$ cat config.mk
export PLATFORM = sky130hd
export DESIGN_NAME = ysyx_25040129_icache_flat
export DESIGN_NICKNAME = d
export VERILOG_FILES = /design/src/rtl/ysyx_25040129_icache_if.sv /design/src/rtl/ysyx_25040129_icache.sv /design/src/flat_wrapper.sv
export SDC_FILE = /design/constraint.sdc
export NUM_CORES = 2
export LEC_CHECK = 0
export BUFFER_PORTS_ARGS = -buffer_cell sky130_fd_sc_hd__buf_2
export CORE_MARGIN = 8
export CORE_UTILIZATION = 37
export CTS_CLUSTER_SIZE = 30
export DETAILED_ROUTE_END_ITERATION = 6
export PLACE_DENSITY_LB_ADDON = 0.25
export SYNTH_ARGS = -nofsm -noshare
export SYNTH_HDL_FRONTEND = slang
export SYNTH_SLANG_ARGS = --single-unit
$ cat constraint.sdc
create_clock -name clk -period 4.9 [get_ports clk]
set_clock_uncertainty 0.05 [all_clocks]
set_input_delay 0.98 -clock clk [delete_from_list [all_inputs] [get_ports clk]]
set_output_delay 0.98 -clock clk [all_outputs]
set_load 0.05 [all_outputs]
$ cat src/rtl/ysyx_25040129_icache_if.sv
// IFU fetch channel and AXI-style refill read channel of the instruction cache.
// master = initiator side, slave = responder side.
interface ysyx_25040129_icache_ifu_if;
  logic        ifu_req_valid;
  logic        ifu_req_ready;
  logic [31:0] ifu_addr;
  logic        ifu_resp_valid;
  logic        ifu_resp_ready;
  logic [31:0] ifu_inst;
  logic        ifu_err;

  modport master (
    output ifu_req_valid, ifu_addr, ifu_resp_ready,
    input  ifu_req_ready, ifu_resp_valid, ifu_inst, ifu_err
  );
  modport slave (
    input  ifu_req_valid, ifu_addr, ifu_resp_ready,
    output ifu_req_ready, ifu_resp_valid, ifu_inst, ifu_err
  );
endinterface

interface ysyx_25040129_icache_axi_if;
  logic [31:0] icache_araddr;
  logic        icache_arvalid;
  logic        icache_arready;
  logic [7:0]  icache_arlen;
  logic [1:0]  icache_arburst;
  logic [31:0] icache_rdata;
  logic [1:0]  icache_rresp;
  logic        icache_rvalid;
  logic        icache_rready;
  logic        icache_rlast;

  modport master (
    output icache_araddr, icache_arvalid, icache_arlen, icache_arburst, icache_rready,
    input  icache_arready, icache_rdata, icache_rresp, icache_rvalid, icache_rlast
  );
  modport slave (
    input  icache_araddr, icache_arvalid, icache_arlen, icache_arburst, icache_rready,
    output icache_arready, icache_rdata, icache_rresp, icache_rvalid, icache_rlast
  );
endinterface

$ cat src/rtl/ysyx_25040129_icache.sv
// Direct-mapped read-only instruction cache with whole-line INCR burst refill
// and whole-cache invalidate for fence.i.
module ysyx_25040129_icache #(
  parameter int unsigned NSETS      = 16,
  parameter int unsigned LINE_WORDS = 4
) (
  input  logic                         clk,
  input  logic                         rst_n,
  input  logic                         fence_i,
  ysyx_25040129_icache_ifu_if.slave    ifu,
  ysyx_25040129_icache_axi_if.master   bus
);

  localparam int unsigned INDEX_W = $clog2(NSETS);
  localparam int unsigned OFF_W   = $clog2(LINE_WORDS * 4);
  localparam int unsigned WOFF_W  = OFF_W - 2;
  localparam int unsigned TAG_W   = 32 - INDEX_W - OFF_W;

  localparam logic [2:0] S_IDLE    = 3'd0;
  localparam logic [2:0] S_LOOKUP  = 3'd1;
  localparam logic [2:0] S_MISS_AR = 3'd2;
  localparam logic [2:0] S_MISS_R  = 3'd3;
  localparam logic [2:0] S_RESP    = 3'd4;

  logic [2:0]        state_q, state_d;
  logic [31:2]       addr_q, addr_d;
  logic              fence_pend_q, fence_pend_d;
  logic              resp_valid_q, resp_valid_d;
  logic [31:0]       inst_q, inst_d;
  logic              err_q, err_d;
  logic              arvalid_q, arvalid_d;
  logic [31:0]       araddr_q, araddr_d;
  logic              rready_q, rready_d;
  logic [WOFF_W-1:0] cnt_q, cnt_d;
  logic              fill_err_q, fill_err_d;

  logic [NSETS-1:0]  valid_q;
  logic [TAG_W-1:0]  tag_q  [NSETS];
  logic [31:0]       data_q [NSETS][LINE_WORDS];

  logic [INDEX_W-1:0] idx_in, idx_q;
  logic [TAG_W-1:0]   tag_in, tag_lat;
  logic [WOFF_W-1:0]  woff_in, woff_q;
  logic               req_ready_c, accept_c, hit_c;
  logic               beat_c, fill_last_c, beat_err_c, clear_all_c;
  logic               unused_addr_lsb;

  assign idx_in  = ifu.ifu_addr[OFF_W +: INDEX_W];
  assign tag_in  = ifu.ifu_addr[31 -: TAG_W];
  assign woff_in = ifu.ifu_addr[2 +: WOFF_W];
  assign idx_q   = addr_q[OFF_W +: INDEX_W];
  assign tag_lat = addr_q[31 -: TAG_W];
  assign woff_q  = addr_q[2 +: WOFF_W];
  assign unused_addr_lsb = ^ifu.ifu_addr[1:0];

  // A fence seen this cycle or still pending blocks acceptance until it is applied.
  assign req_ready_c = (state_q == S_IDLE) && !fence_pend_q && !fence_i;
  assign accept_c    = ifu.ifu_req_valid && req_ready_c;
  assign hit_c       = valid_q[idx_in] && (tag_q[idx_in] == tag_in);
  assign beat_c      = rready_q && bus.icache_rvalid;
  assign fill_last_c = beat_c && bus.icache_rlast;
  assign beat_err_c  = fill_err_q || (bus.icache_rresp != 2'b00);
  assign clear_all_c = (state_q == S_IDLE) && (fence_pend_q || fence_i);

  assign ifu.ifu_req_ready  = req_ready_c;
  assign ifu.ifu_resp_valid = resp_valid_q;
  assign ifu.ifu_inst       = inst_q;
  assign ifu.ifu_err        = err_q;

  assign bus.icache_araddr  = araddr_q;
  assign bus.icache_arvalid = arvalid_q;
  assign bus.icache_arlen   = 8'(LINE_WORDS - 1);
  assign bus.icache_arburst = 2'b01;
  assign bus.icache_rready  = rready_q;

  // Tag compare happens at accept so the hit response leaves a register one cycle later.
  always_comb begin
    state_d      = state_q;
    addr_d       = addr_q;
    fence_pend_d = fence_pend_q;
    resp_valid_d = resp_valid_q;
    inst_d       = inst_q;
    err_d        = err_q;
    arvalid_d    = arvalid_q;
    araddr_d     = araddr_q;
    rready_d     = rready_q;
    cnt_d        = cnt_q;
    fill_err_d   = fill_err_q;

    if (fence_i && (state_q != S_IDLE)) begin
      fence_pend_d = 1'b1;
    end

    unique case (state_q)
      S_IDLE: begin
        if (clear_all_c) begin
          fence_pend_d = 1'b0;
        end
        if (accept_c) begin
          addr_d  = ifu.ifu_addr[31:2];
          state_d = S_LOOKUP;
          if (hit_c) begin
            resp_valid_d = 1'b1;
            inst_d       = data_q[idx_in][woff_in];
            err_d        = 1'b0;
          end
        end
      end
      S_LOOKUP: begin
        if (resp_valid_q) begin
          if (ifu.ifu_resp_ready) begin
            resp_valid_d = 1'b0;
            state_d      = S_IDLE;
          end
        end else begin
          arvalid_d = 1'b1;
          araddr_d  = {addr_q[31:OFF_W], OFF_W'(0)};
          state_d   = S_MISS_AR;
        end
      end
      S_MISS_AR: begin
        if (bus.icache_arready) begin
          arvalid_d  = 1'b0;
          rready_d   = 1'b1;
          cnt_d      = '0;
          fill_err_d = 1'b0;
          state_d    = S_MISS_R;
        end
      end
      S_MISS_R: begin
        if (bus.icache_rvalid) begin
          cnt_d      = WOFF_W'(cnt_q + 1'b1);
          fill_err_d = beat_err_c;
          if (cnt_q == woff_q) begin
            inst_d = bus.icache_rdata;
          end
          if (bus.icache_rlast) begin
            rready_d     = 1'b0;
            resp_valid_d = 1'b1;
            err_d        = beat_err_c;
            state_d      = S_RESP;
          end
        end
      end
      S_RESP: begin
        if (ifu.ifu_resp_ready) begin
          resp_valid_d = 1'b0;
          state_d      = S_IDLE;
        end
      end
      default: state_d = S_IDLE;
    endcase
  end

  always_ff @(posedge clk or negedge rst_n) begin
    if (!rst_n) begin
      state_q      <= S_IDLE;
      addr_q       <= '0;
      fence_pend_q <= 1'b0;
      resp_valid_q <= 1'b0;
      inst_q       <= '0;
      err_q        <= 1'b0;
      arvalid_q    <= 1'b0;
      araddr_q     <= '0;
      rready_q     <= 1'b0;
      cnt_q        <= '0;
      fill_err_q   <= 1'b0;
    end else begin
      state_q      <= state_d;
      addr_q       <= addr_d;
      fence_pend_q <= fence_pend_d;
      resp_valid_q <= resp_valid_d;
      inst_q       <= inst_d;
      err_q        <= err_d;
      arvalid_q    <= arvalid_d;
      araddr_q     <= araddr_d;
      rready_q     <= rready_d;
      cnt_q        <= cnt_d;
      fill_err_q   <= fill_err_d;
    end
  end

  // Valid bits: fence clears only in IDLE, refill updates only in MISS_R, so they never collide.
  always_ff @(posedge clk or negedge rst_n) begin
    if (!rst_n) begin
      valid_q <= '0;
    end else if (clear_all_c) begin
      valid_q <= '0;
    end else if (fill_last_c) begin
      valid_q[idx_q] <= !beat_err_c;
    end
  end

  always_ff @(posedge clk) begin
    if (beat_c) begin
      data_q[idx_q][cnt_q] <= bus.icache_rdata;
    end
    if (fill_last_c) begin
      tag_q[idx_q] <= tag_lat;
    end
  end

endmodule

$ cat src/flat_wrapper.sv
// flat-port wrapper written by rule: the top's interface ports become plain ports
module ysyx_25040129_icache_flat 
#(
  parameter int unsigned NSETS      = 16,
  parameter int unsigned LINE_WORDS = 4
)
  (clk, rst_n, fence_i, ifu_ifu_req_valid, ifu_ifu_addr, ifu_ifu_resp_ready, ifu_ifu_req_ready, ifu_ifu_resp_valid, ifu_ifu_inst, ifu_ifu_err, bus_icache_araddr, bus_icache_arvalid, bus_icache_arlen, bus_icache_arburst, bus_icache_rready, bus_icache_arready, bus_icache_rdata, bus_icache_rresp, bus_icache_rvalid, bus_icache_rlast);
  ysyx_25040129_icache_ifu_if ifu_i ();
  ysyx_25040129_icache_axi_if bus_i ();
  input  logic clk;
  input  logic rst_n;
  input  logic fence_i;
  input wire logic [$bits(ifu_i.ifu_req_valid)-1:0] ifu_ifu_req_valid;
  input wire logic [$bits(ifu_i.ifu_addr)-1:0] ifu_ifu_addr;
  input wire logic [$bits(ifu_i.ifu_resp_ready)-1:0] ifu_ifu_resp_ready;
  output wire logic [$bits(ifu_i.ifu_req_ready)-1:0] ifu_ifu_req_ready;
  output wire logic [$bits(ifu_i.ifu_resp_valid)-1:0] ifu_ifu_resp_valid;
  output wire logic [$bits(ifu_i.ifu_inst)-1:0] ifu_ifu_inst;
  output wire logic [$bits(ifu_i.ifu_err)-1:0] ifu_ifu_err;
  output wire logic [$bits(bus_i.icache_araddr)-1:0] bus_icache_araddr;
  output wire logic [$bits(bus_i.icache_arvalid)-1:0] bus_icache_arvalid;
  output wire logic [$bits(bus_i.icache_arlen)-1:0] bus_icache_arlen;
  output wire logic [$bits(bus_i.icache_arburst)-1:0] bus_icache_arburst;
  output wire logic [$bits(bus_i.icache_rready)-1:0] bus_icache_rready;
  input wire logic [$bits(bus_i.icache_arready)-1:0] bus_icache_arready;
  input wire logic [$bits(bus_i.icache_rdata)-1:0] bus_icache_rdata;
  input wire logic [$bits(bus_i.icache_rresp)-1:0] bus_icache_rresp;
  input wire logic [$bits(bus_i.icache_rvalid)-1:0] bus_icache_rvalid;
  input wire logic [$bits(bus_i.icache_rlast)-1:0] bus_icache_rlast;
  assign ifu_i.ifu_req_valid = ifu_ifu_req_valid;
  assign ifu_i.ifu_addr = ifu_ifu_addr;
  assign ifu_i.ifu_resp_ready = ifu_ifu_resp_ready;
  assign ifu_ifu_req_ready = ifu_i.ifu_req_ready;
  assign ifu_ifu_resp_valid = ifu_i.ifu_resp_valid;
  assign ifu_ifu_inst = ifu_i.ifu_inst;
  assign ifu_ifu_err = ifu_i.ifu_err;
  assign bus_icache_araddr = bus_i.icache_araddr;
  assign bus_icache_arvalid = bus_i.icache_arvalid;
  assign bus_icache_arlen = bus_i.icache_arlen;
  assign bus_icache_arburst = bus_i.icache_arburst;
  assign bus_icache_rready = bus_i.icache_rready;
  assign bus_i.icache_arready = bus_icache_arready;
  assign bus_i.icache_rdata = bus_icache_rdata;
  assign bus_i.icache_rresp = bus_icache_rresp;
  assign bus_i.icache_rvalid = bus_icache_rvalid;
  assign bus_i.icache_rlast = bus_icache_rlast;
  ysyx_25040129_icache #(.NSETS(NSETS), .LINE_WORDS(LINE_WORDS)) u_core (.clk(clk), .rst_n(rst_n), .fence_i(fence_i), .ifu(ifu_i), .bus(bus_i));
endmodule
==> impl_results.md <==
- Pin count of the biggest net entering global routing: 107
- Site Rows: 189
- Drt pass-1 iters: 5
- Complex-gate fraction of the synthesized area: 0.02034
- Met3 Usage GRT: 0.03260
- Warnings from Yosys: 0
- Status: completed
- Hold depth: 3
- Num CTS Buffers: 282
- Total placed cells including tap cells: 8062
- Sink Count: 2549
- Post-synthesis instance area: 98180 µm²
- R2R depth: 9
- Post-synth EDFFs: 2432
- Crit path DAT: 4.83 ns
- Crit-path most repeated cell: o21ai_0
- RSZ-0062 raised after global routing: no
- Critical-path cell list: nor2b_1 > and2_0 > buf_4 > or3_1 > a221oi_1 > o21ai_0 > o21ai_0 > a211oi_1 > mux2_4
- PD cells: 447.8 nW/µm²
- Register area share after synthesis: 0.7736
- DR WL/cell: 31.17 µm
- CTS tree: built
- CP endpoint kind: flip-flop
- Worst R2R End: u_core.ifu.ifu_inst[21]$_DFFE_PN0P_
- Tcrit/Tclk final: 0.8226
- Count of final setup violators: 0
- Finished Layout Cells: 8535
- Port bufs: 136
- Worst Hold End: u_core.addr_q[13]$_DFFE_PN0P_
- Peak VDD IR: 0.3950 mV
- Setup TNS: 0 ns
- Final min period: 4.031 ns
- DRC: 0
- Gate Count Post-Synth: 4354
- Die area: 282100 µm²
- Aggregate global-route resource usage: 0.1853
- Max Freq: 0.2481 GHz
- Root Driver: clkbuf_16
- Mux contribution to synthesized area: 0.1751
- Register Area: 75960 µm²
- PostCTS Resize Cnt: 0
- Slew Limit Fails: 0
- Setup CP Type: reg2reg
- Routability cong.: 0.7519
- Largest family of logic cells by synthesized area: multiplexers
- First-pass GRT wire length: 373800 µm
- Worst reg2reg path startpoint: u_core.state_q[1]$_DFFE_PN0P_
- Detail Route Antenna Nets: 0
- Async set-reset flop share out of synthesis: 0.04590
- Post-Syn Area per Cell: 22.55 µm²
- Lkg Pwr: 0.03658 µW
- Share of cells above drive strength 1: 0.3217
- Starting Density: 0.3710
- Worst hold path class: in2reg
- Post-Synth Adder-Cell Area: 0.0005097
- Die height: 531.1 µm
- WP buf/inv: 1
- Busiest grt layer: met2
- Via Count: 47.94k
- Net count, final: 4892
- Max Buffers Root-to-Sink: 4
- Area of the multi-input gates: 21690 µm²
- Worst reg-to-reg setup slack: 0.87 ns
- Number of global-route vias before repair: 49.00k
- Synth-to-layout area growth: 16.30%
- # fillers: 22.59k
- HP Start: ifu_ifu_addr[13]
- Crit start category: flip-flop
- Core ar.: 264600 µm²
- Ys flop type: edfxtp_1
- Max-cap violation count: 0
- Clk slew on worst S/H paths: 0.06 ns
- Worst-Skew Late Latency: 0.92 ns
- Post-DP HPWL: 147800 µm
- Die W: 531.1 µm
- Via density per instance: 5.617
- Ports: 153
- Max incr delay on CP: 0.74 ns
- Grt ovf: 0
- Met1 Use GR: 0.2653
- CP startpoint: u_core.state_q[1]$_DFFE_PN0P_
- Worst Path Required: 5.70 ns
- Synth Area in Simple Gates: 0.01574
- Post-synthesis cell type count: 65
- Final hold vios: 0
- Post-Synth XOR/XNOR Area: 0.002052
- H-Tree Level Count: 5
- Slew @ Worst Pin: 1.252 ns
- WL final: 266100 µm
- Relative slew slack: 0.1650
- Slowest cell on the critical path: or3_1
- Initial antenna violation count: 14
- Family with the most delay on the worst path: simple AND/OR/NAND/NOR gates
- Met2 Use GR: 0.2995
- FF+latch count, synth: 2549
- Crit. path cell count: 9
- CP max FO: 12
- Starting DRT DRC Count: 5243
[where the power goes]
part           internal, µW  switching [µW]
clock                 12000            8210
sequential            25000             869
combinational          1660            3430
total                 38600           12500
[repair_timing]
item,4_1_cts,5_1_grt
hold buffers,1,0
setup endpoints to repair,0,0
setup buffers,0,0
endpoints found under the hold margin,8,0
[cell families (layout without fill, tap and decap cells)]
group / after synthesis / count (layout)
AND/OR/NAND/NOR: 358 / 358
flip-flops: 2549 / 2549
buffers and inverters: 254 / 889
XOR/XNOR: 23 / 23
multiplexers: 871 / 871
AO/OA/AOI/OAI: 293 / 293
other: 2 / 15
adder cells (fa/ha/maj): 4 / 4
[cells in the mapped netlist (6+ instances only)]
master       n  area [µm²]
a211oi_1    24       180.2
a21oi_1     34       170.2
a221oi_1    45       394.1
a22o_1      23       201.4
a22oi_1     14       105.1
buf_1       35       131.4
buf_2      101       505.5
buf_4       29       217.7
buf_6        6       67.56
clkbuf_1    76       285.3
dfrtp_1    117        2928
edfxtp_1  2432       73030
inv_1        6       22.52
mux2_2      52       585.6
mux2_4      29       435.4
mux2i_1    128        1281
mux4_2     660       14860
nand2_1    144       540.5
nand2b_1     7       43.79
nand3_1     29       145.1
nor2_1     125       469.2
nor2b_1     19       118.9
nor3_1      11       55.05
o21ai_0     87       435.4
o22ai_1     24       150.1
xnor2_1     13       113.9
xor2_1      10       87.58
[stage by stage]
stage                     setup slack [ns]    util  hold WS (ns)  instance area [µm²]  total power [µW]
after floorplan                     0.7131       -        0.4158                98230             28950
after global placement             0.05414  0.3988        0.4213               105500             31360
after detailed placement           0.08365  0.3988        0.4346               105500             31460
after CTS                           0.7281  0.4315        0.2117               114200             51600
after global routing                0.8011  0.4315        0.2404               114200             52680
final                               0.8692  0.4315        0.2776               114200             51130
[flip-flops by register name (all words and copies together) (netlist names)]
signal / cells
u_core.ifu.ifu_err: 1
u_core.cnt_q: 2
u_core.bus.icache_rready: 1
u_core.fill_err_q: 1
u_core.bus.icache_araddr: 28
u_core.state_q: 3
u_core.valid_q: 16
u_core.ifu.ifu_inst: 32
u_core.ifu.ifu_resp_valid: 1
u_core.data_q: 2048
u_core.bus.icache_arvalid: 1
u_core.fence_pend_q: 1
u_core.addr_q: 30
u_core.tag_q: 384
[routing by layer]
layer,routed length (µm),share of wire,vias to the layer above
li1,-,-,19300
met1,113500,0.43,26450
met2,127900,0.48,1836
met3,18850,0.071,356
met4,5805,0.022,2
met5,13,0.000049,-
[worst max path at each step]
stage                                          endpoint  slack [ns]
global route        u_core.ifu.ifu_inst[21]$_DFFE_PN0P_        0.80
CTS                 u_core.ifu.ifu_inst[21]$_DFFE_PN0P_        0.73
floorplan           u_core.ifu.ifu_inst[26]$_DFFE_PN0P_        0.71
global placement    u_core.ifu.ifu_inst[21]$_DFFE_PN0P_        0.05
finish              u_core.ifu.ifu_inst[21]$_DFFE_PN0P_        0.87
detailed placement  u_core.ifu.ifu_inst[21]$_DFFE_PN0P_        0.08
[placed cells by master (no fill, tap or decap), types with 9 or more instances in the layout]
master and count:
a211oi_1 24, a21oi_1 34, a221oi_1 45, a22o_1 23, a22oi_1 14, buf_12 52
buf_2 131, buf_4 222, bufinv_16 20, clkbuf_1 72, clkbuf_16 289, clkbuf_8 11
clkinv_1 39, clkinv_2 27, conb_1 14, dfrtp_1 117, edfxtp_1 2432, mux2_2 52
mux2_4 29, mux2i_1 128, mux4_2 660, nand2_1 143, nand3_1 24, nor2_1 44
nor2_4 80, nor2b_1 18, nor3_1 9, o21ai_0 87, o22ai_1 24, xnor2_1 13
xor2_1 10
[area by class of cell]
| class | count | share of cell area |
|---|---|---|
| antenna | 1 | 0.00002192 |
| sequential | 2549 | 0.6652 |
| inverter | 7 | 0.0002959 |
| clock inverter | 100 | 0.008744 |
| timing repair buffer | 411 | 0.03012 |
| multi-input combinational | 1563 | 0.1900 |
| clock buffer | 371 | 0.06691 |
| tap | 3533 | 0.03871 |
[worst min-delay path, cell delays in order]
cell and delay [ns]:
buf_2 0.11, nand2_1 0.05, nand2_1 0.05
No activity file was read; power rests on OpenSTA's default activity.
